## src/rtl/led_scroll_ctrl.sv

```systemverilog
// Avalon-MM write master that scrolls a segment-byte message across the
// eight emulated digits of the VGA LED display and arbitrates host writes.
module led_scroll_ctrl #(
  parameter int unsigned MSG_DEPTH = 32,
  parameter int unsigned TICK_DIV  = 5_000_000
) (
  input  logic                         clk,
  input  logic                         reset,
  input  logic                         enable,
  input  logic                         load_valid,
  input  logic [$clog2(MSG_DEPTH)-1:0] load_index,
  input  logic [7:0]                   load_data,
  input  logic                         len_wr,
  input  logic [$clog2(MSG_DEPTH):0]   len_in,
  input  logic                         host_req,
  input  logic [1:0]                   host_addr,
  input  logic [15:0]                  host_data,
  output logic                         host_gnt,
  output logic                         av_chipselect,
  output logic                         av_write,
  output logic [1:0]                   av_address,
  output logic [15:0]                  av_writedata,
  output logic                         busy,
  output logic                         frame_done
);

  localparam int unsigned AW = $clog2(MSG_DEPTH);
  localparam int unsigned LW = AW + 1;
  localparam int unsigned TW = $clog2(TICK_DIV);

  typedef enum logic [1:0] {IDLE, FRAME, HOST} state_t;

  state_t        state;
  logic [1:0]    beat;
  logic [7:0]    msg [MSG_DEPTH];
  logic [AW-1:0] offset;
  logic [AW-1:0] ptr;
  logic [LW-1:0] len;
  logic [LW-1:0] flen;
  logic          pending;
  logic [TW-1:0] tick_cnt;

  // (p + 1) mod n, for p < n
  function automatic logic [AW-1:0] inc1(input logic [AW-1:0] p, input logic [LW-1:0] n);
    logic [LW-1:0] s;
    s = {1'b0, p} + LW'(1);
    return (s >= n) ? '0 : s[AW-1:0];
  endfunction

  // (p + 2) mod n, for p < n; n = 1 wraps twice
  function automatic logic [AW-1:0] inc2(input logic [AW-1:0] p, input logic [LW-1:0] n);
    logic [LW-1:0] s;
    s = {1'b0, p} + LW'(2);
    if (n <= LW'(1)) return '0;
    else if (s >= n) return AW'(s - n);
    else return s[AW-1:0];
  endfunction

  logic          tick_c;
  logic          frame_ok_c;
  logic          decide_c;
  state_t        pick_c;
  logic          start_c;
  logic [AW-1:0] rd_base_c;
  logic [LW-1:0] rd_len_c;
  logic [AW-1:0] rd_pair_c;
  logic [AW-1:0] ptr_nxt_c;
  logic [15:0]   beat_data_c;
  logic [LW-1:0] len_sat_c;

  // Arbitration and frame read-pointer selection
  always_comb begin
    tick_c      = (tick_cnt == TW'(TICK_DIV - 1));
    frame_ok_c  = pending && (len != '0);
    decide_c    = (state == IDLE) || (state == HOST) || ((state == FRAME) && (beat == 2'd3));
    pick_c      = IDLE;
    if (state == HOST) begin
      if (frame_ok_c)    pick_c = FRAME;
      else if (host_req) pick_c = HOST;
    end else begin
      if (host_req)        pick_c = HOST;
      else if (frame_ok_c) pick_c = FRAME;
    end
    start_c     = decide_c && (pick_c == FRAME);
    rd_base_c   = start_c ? offset : ptr;
    rd_len_c    = start_c ? len : flen;
    rd_pair_c   = inc1(rd_base_c, rd_len_c);
    ptr_nxt_c   = inc2(rd_base_c, rd_len_c);
    beat_data_c = {msg[rd_base_c], msg[rd_pair_c]};
    len_sat_c   = (len_in > LW'(MSG_DEPTH)) ? LW'(MSG_DEPTH) : len_in;
  end

  always_ff @(posedge clk) begin
    if (reset) begin
      state         <= IDLE;
      beat          <= '0;
      offset        <= '0;
      ptr           <= '0;
      len           <= '0;
      flen          <= '0;
      pending       <= 1'b0;
      tick_cnt      <= '0;
      host_gnt      <= 1'b0;
      av_chipselect <= 1'b0;
      av_write      <= 1'b0;
      av_address    <= '0;
      av_writedata  <= '0;
      busy          <= 1'b0;
      frame_done    <= 1'b0;
      for (int i = 0; i < int'(MSG_DEPTH); i++) msg[i] <= '0;
    end else begin
      av_chipselect <= 1'b0;
      av_write      <= 1'b0;
      host_gnt      <= 1'b0;
      frame_done    <= 1'b0;
      tick_cnt      <= tick_c ? '0 : tick_cnt + TW'(1);

      if (decide_c) begin
        state <= pick_c;
        busy  <= (pick_c != IDLE);
        case (pick_c)
          FRAME: begin
            beat          <= 2'd0;
            av_chipselect <= 1'b1;
            av_write      <= 1'b1;
            av_address    <= 2'd0;
            av_writedata  <= beat_data_c;
            ptr           <= ptr_nxt_c;
            flen          <= len;
            offset        <= inc1(offset, len);
            pending       <= 1'b0;
          end
          HOST: begin
            av_chipselect <= 1'b1;
            av_write      <= 1'b1;
            host_gnt      <= 1'b1;
            av_address    <= host_addr;
            av_writedata  <= host_data;
          end
          default: ;
        endcase
      end else begin
        // Mid-frame: frame is atomic, no arbitration
        beat          <= beat + 2'd1;
        av_chipselect <= 1'b1;
        av_write      <= 1'b1;
        av_address    <= beat + 2'd1;
        av_writedata  <= beat_data_c;
        ptr           <= ptr_nxt_c;
        frame_done    <= (beat == 2'd2);
      end

      // A new tick outranks the frame-start clear; repeated ticks coalesce
      if (tick_c && enable && (len != '0)) pending <= 1'b1;

      if (load_valid) msg[load_index] <= load_data;

      if (len_wr) begin
        len    <= len_sat_c;
        offset <= '0;
      end
    end
  end

endmodule

```

## config.mk

```make
export PLATFORM = sky130hd
export DESIGN_NAME = led_scroll_ctrl
export DESIGN_NICKNAME = d
export VERILOG_FILES = /design/src/rtl/led_scroll_ctrl.sv
export SDC_FILE = /design/constraint.sdc
export NUM_CORES = 1
export LEC_CHECK = 0
export BUFFER_PORTS_ARGS = -buffer_cell sky130_fd_sc_hd__buf_2
export CELL_PAD_IN_SITES_DETAIL_PLACEMENT = 1
export CELL_PAD_IN_SITES_GLOBAL_PLACEMENT = 1
export CORE_MARGIN = 3
export CORE_UTILIZATION = 45
export CTS_BUF_LIST = sky130_fd_sc_hd__clkbuf_16
export DETAILED_ROUTE_END_ITERATION = 6
export GPL_TIMING_DRIVEN = 0
export PLACE_DENSITY = 0.78
export SLEW_MARGIN = 5
export SYNTH_ARGS = -nofsm -noshare
export SYNTH_HDL_FRONTEND = slang
export SYNTH_SLANG_ARGS = --single-unit
```

## constraint.sdc

```tcl
create_clock -name clk -period 5.4 [get_ports clk]
set_input_delay 0.81 -clock clk [delete_from_list [all_inputs] [get_ports clk]]
set_output_delay 0.81 -clock clk [all_outputs]
set_load 0.02 [all_outputs]
```

==> reports/results.ini <==
[run_status]
status=finished with violations
violations=negative setup slack

[cts]
ctsHoldBuffers=0
insertion_delay_ns=0.57
cts_buffers=39
path_clk_slew_ns=0.06
clock-root-buffer=clkbuf_16
cts_sinks=328
cts_tree=yes
cts_max_level=2
cts_buffer_depth=3

[timing]
setup_slack_ns=-0.0160
skew_ns=0.0189
fmax_ghz=0.185
slew_headroom=0.179
final-hold-violation-count=0
slew_violations=0
setup_viol=1
worst_slew_pin_slew_ns=1.23
period_needed_ns=5.42
fin_crit_sh=1.00

[critical_path]
setup.worst_path.end_class=flip-flop
crit_fanout=20
crit_start=len[5]
start_kind=flip-flop
r2r_start=len[5]
critical_path_class=flip-flop to flip-flop
worstPathArrival_ns=5.84
required_ns=5.83

[power]
pwr-share-comb=0.063
p_per_area_nw_per_um2=288
power.share.clock=0.449
vdd.ir_drop.worst_v=0.000324
p_switching_mw=1.47
p_int_mw=4.58
power_mw=6.05
power.share.switching=0.243
leakagePower_nw=7.78
sequentialPowerShare=0.488

[logic_synthesis]
synth_ff_type=edfxtp_1
ys_async_sr_fraction=0
synth.distinct_cells=68
synth_edf_count=256
syn_inst=1822
syn_avg_cell_area_um2=10.0
yosysSeqAreaShare=0.501
yosysTopAreaCellShare=0.422
syn_nets=1889
synth_top_cell_by_area=edfxtp_1
ys_ff_latch=328
syn-cell-area_um2=18200
synth_warnings=0
ys_top_cells_by_area=edfxtp_1 42%, and2_1 8.8%, dfxtp_1 7.9%

[floorplanning]
fp.dieArea_um2=42900
initial_core_util=0.457
die_x_um=207
row_count=73
die_h_um=207
core_area_um2=39800
ioPinCount=66

[placed_design]
dp_slack_ns=-2.88
numPortBuffers=65
dp_hpwl_um=58000
place_inst=2412
gp_routability_congestion=1.06

[layout]
nets=2013
area_delta_synth_final_pct=15.4
fill_cells=4424
drive_gt1_frac=0.157
final_cell_count_no_fill=2503

[detailed_routing]
wl_um=78100
drt-pass1-iter-count=5
drc_errors=0
drt_iter0_markers=2198
via_per_inst=6.54
detail-route-antenna-nets=0
top_layer_used=met4
wl_met1_um=29900
vias=16400
routed-wl-met3_um=7990
dr_wl_met2_um=34400
wl_per_cell_um=31.2

[worst_hold_path]
hold_class=flip-flop to flip-flop
worstHoldStart=tick_cnt[0]

[global_route]
grt_pass1_wl_um=111000
grt_max_degree=21
grt_pass1_vias=16300
grtUsageTotal=0.352
grt_overflow=0
antenna_found_initial=1

[run]
cap_viol_max_count=0

==> final timing paths <==
check,end,slack (ns),cells past startpoint
max reg2reg,av_writedata[4],-0.02,20
min,tick_cnt[0],0.46,1
min reg2reg,tick_cnt[0],0.46,1
max,av_writedata[4],-0.02,20
==> routing by layer <==
metal  vias to the layer above  global-route usage
met4                         0               0.215
met3                       272              0.0638
li1                       6903                   -
met2                      1060               0.543
met1                      8144               0.462
met5                         -                   0
==> through the flow <==
stage / TNS, ns / instance area, um2 / utilization / hold slack [ns]
after floorplan: 0 / 18200 / - / 0.426
after global placement: -20.09 / 19200 / 0.482 / 0.440
after detailed placement: -21.18 / 19200 / 0.482 / 0.455
after CTS: 0 / 20800 / 0.523 / 0.468
after global routing: -0.0253 / 21000 / 0.528 / 0.503
final: -0.0160 / 21000 / 0.528 / 0.463
==> cells in the mapped netlist, types with 15 or more instances <==
| cell type | n |
|---|---|
| xor2_1 | 20 |
| nor2_1 | 135 |
| o21ai_0 | 46 |
| and3_1 | 51 |
| a211oi_1 | 44 |
| a31oi_1 | 24 |
| mux2i_1 | 32 |
| buf_2 | 30 |
| clkbuf_1 | 73 |
| and2_1 | 257 |
| nand3_1 | 48 |
| a311oi_1 | 28 |
| o22ai_1 | 54 |
| o211ai_1 | 24 |
| nand2_1 | 255 |
| a21oi_1 | 66 |
| edfxtp_1 | 256 |
| mux4_2 | 18 |
| inv_1 | 15 |
| dfxtp_1 | 72 |
| ha_1 | 24 |
| or2_2 | 38 |
==> worst max-delay path, cell delays in order (launching register included) <==
cell      delay (ns)
dfxtp_1         0.34
or4_4           0.58
o21ai_4         0.25
buf_12          0.15
o21ai_4         0.11
nand2_2         0.13
buf_6           0.20
buf_12          0.21
ha_4            0.21
nand3_1         0.11
xor2_1          0.31
mux2i_4         0.14
ha_1            0.31
a21o_1          0.19
a21oi_2         0.21
o21a_2          0.26
nand4_1         0.28
buf_8           0.24
o211ai_1        0.36
nand4_1         0.35
a31o_1          0.32
==> power groups by stage <==
stage / Clock, mW / Combinational [mW] / Sequential [mW]
6_report: 2.72 / 0.380 / 2.95
5_1_grt: 2.83 / 0.403 / 2.95
4_1_cts: 2.72 / 0.371 / 2.94
3_5_place_dp: 0 / 0.365 / 2.99
3_3_place_gp: 0 / 0.353 / 2.99
2_1_floorplan: 0 / 0.205 / 2.95
==> placed cells by master, fill, tap and decap left out, types with 28 or more instances in the layout <==
cell type,netlist,layout
buf_4,9,30
dfxtp_1,72,72
edfxtp_1,256,256
a211oi_1,44,43
clkbuf_16,0,41
and3_1,51,51
and2_1,257,257
buf_2,30,88
a21oi_1,66,63
o21ai_0,46,46
nand2_1,255,255
o22ai_1,54,54
nor2_1,135,131
nand3_1,48,47
clkbuf_1,73,61
mux2i_1,32,29
or2_2,38,38
a311oi_1,28,28
==> registers in the layout, indices dropped and copies added (netlist names), 2 cells and up <==
| signal | flops |
|---|---|
| ptr | 5 |
| flen | 6 |
| msg | 256 |
| av_writedata | 16 |
| offset | 5 |
| tick_cnt | 23 |
| beat | 2 |
| av_address | 2 |
| len | 6 |
| state | 2 |
==> cell type report <==
cell class / count / area [um2] / share of cell area
sequential: 328 / 9130 / 0.434
multi-input combinational: 1351 / 8640 / 0.411
clock buffer: 41 / 1030 / 0.0488
buffer: 118 / 689 / 0.0328
tap: 525 / 657 / 0.0312
timing repair buffer: 89 / 543 / 0.0258
clock inverter: 30 / 262 / 0.0124
inverter: 19 / 78.8 / 0.00375
antenna: 2 / 5.00 / 0.000238
==> kinds of logic (layout without fill, tap and decap cells) <==
family,count (synthesis),count (layout),share of synthesized area
AOI/OAI and AO/OA,378,378,0.143
adders and majority gates,27,27,0.0181
buffers and inverters,143,297,0.0367
xor gates and xnor gates,33,33,0.0159
muxes,63,63,0.0486
and+or+nand+nor,850,850,0.237
DFF,328,328,0.501
other,0,2,0
==> what timing repair did <==
action                                  in CTS  in global routing
endpoints found under the setup margin       8                  8
pin swaps                                    8                 13
gates resized for setup                     69                 31
buffers inserted                            14                 10
Note: power is estimated with default switching activity, not from simulation.
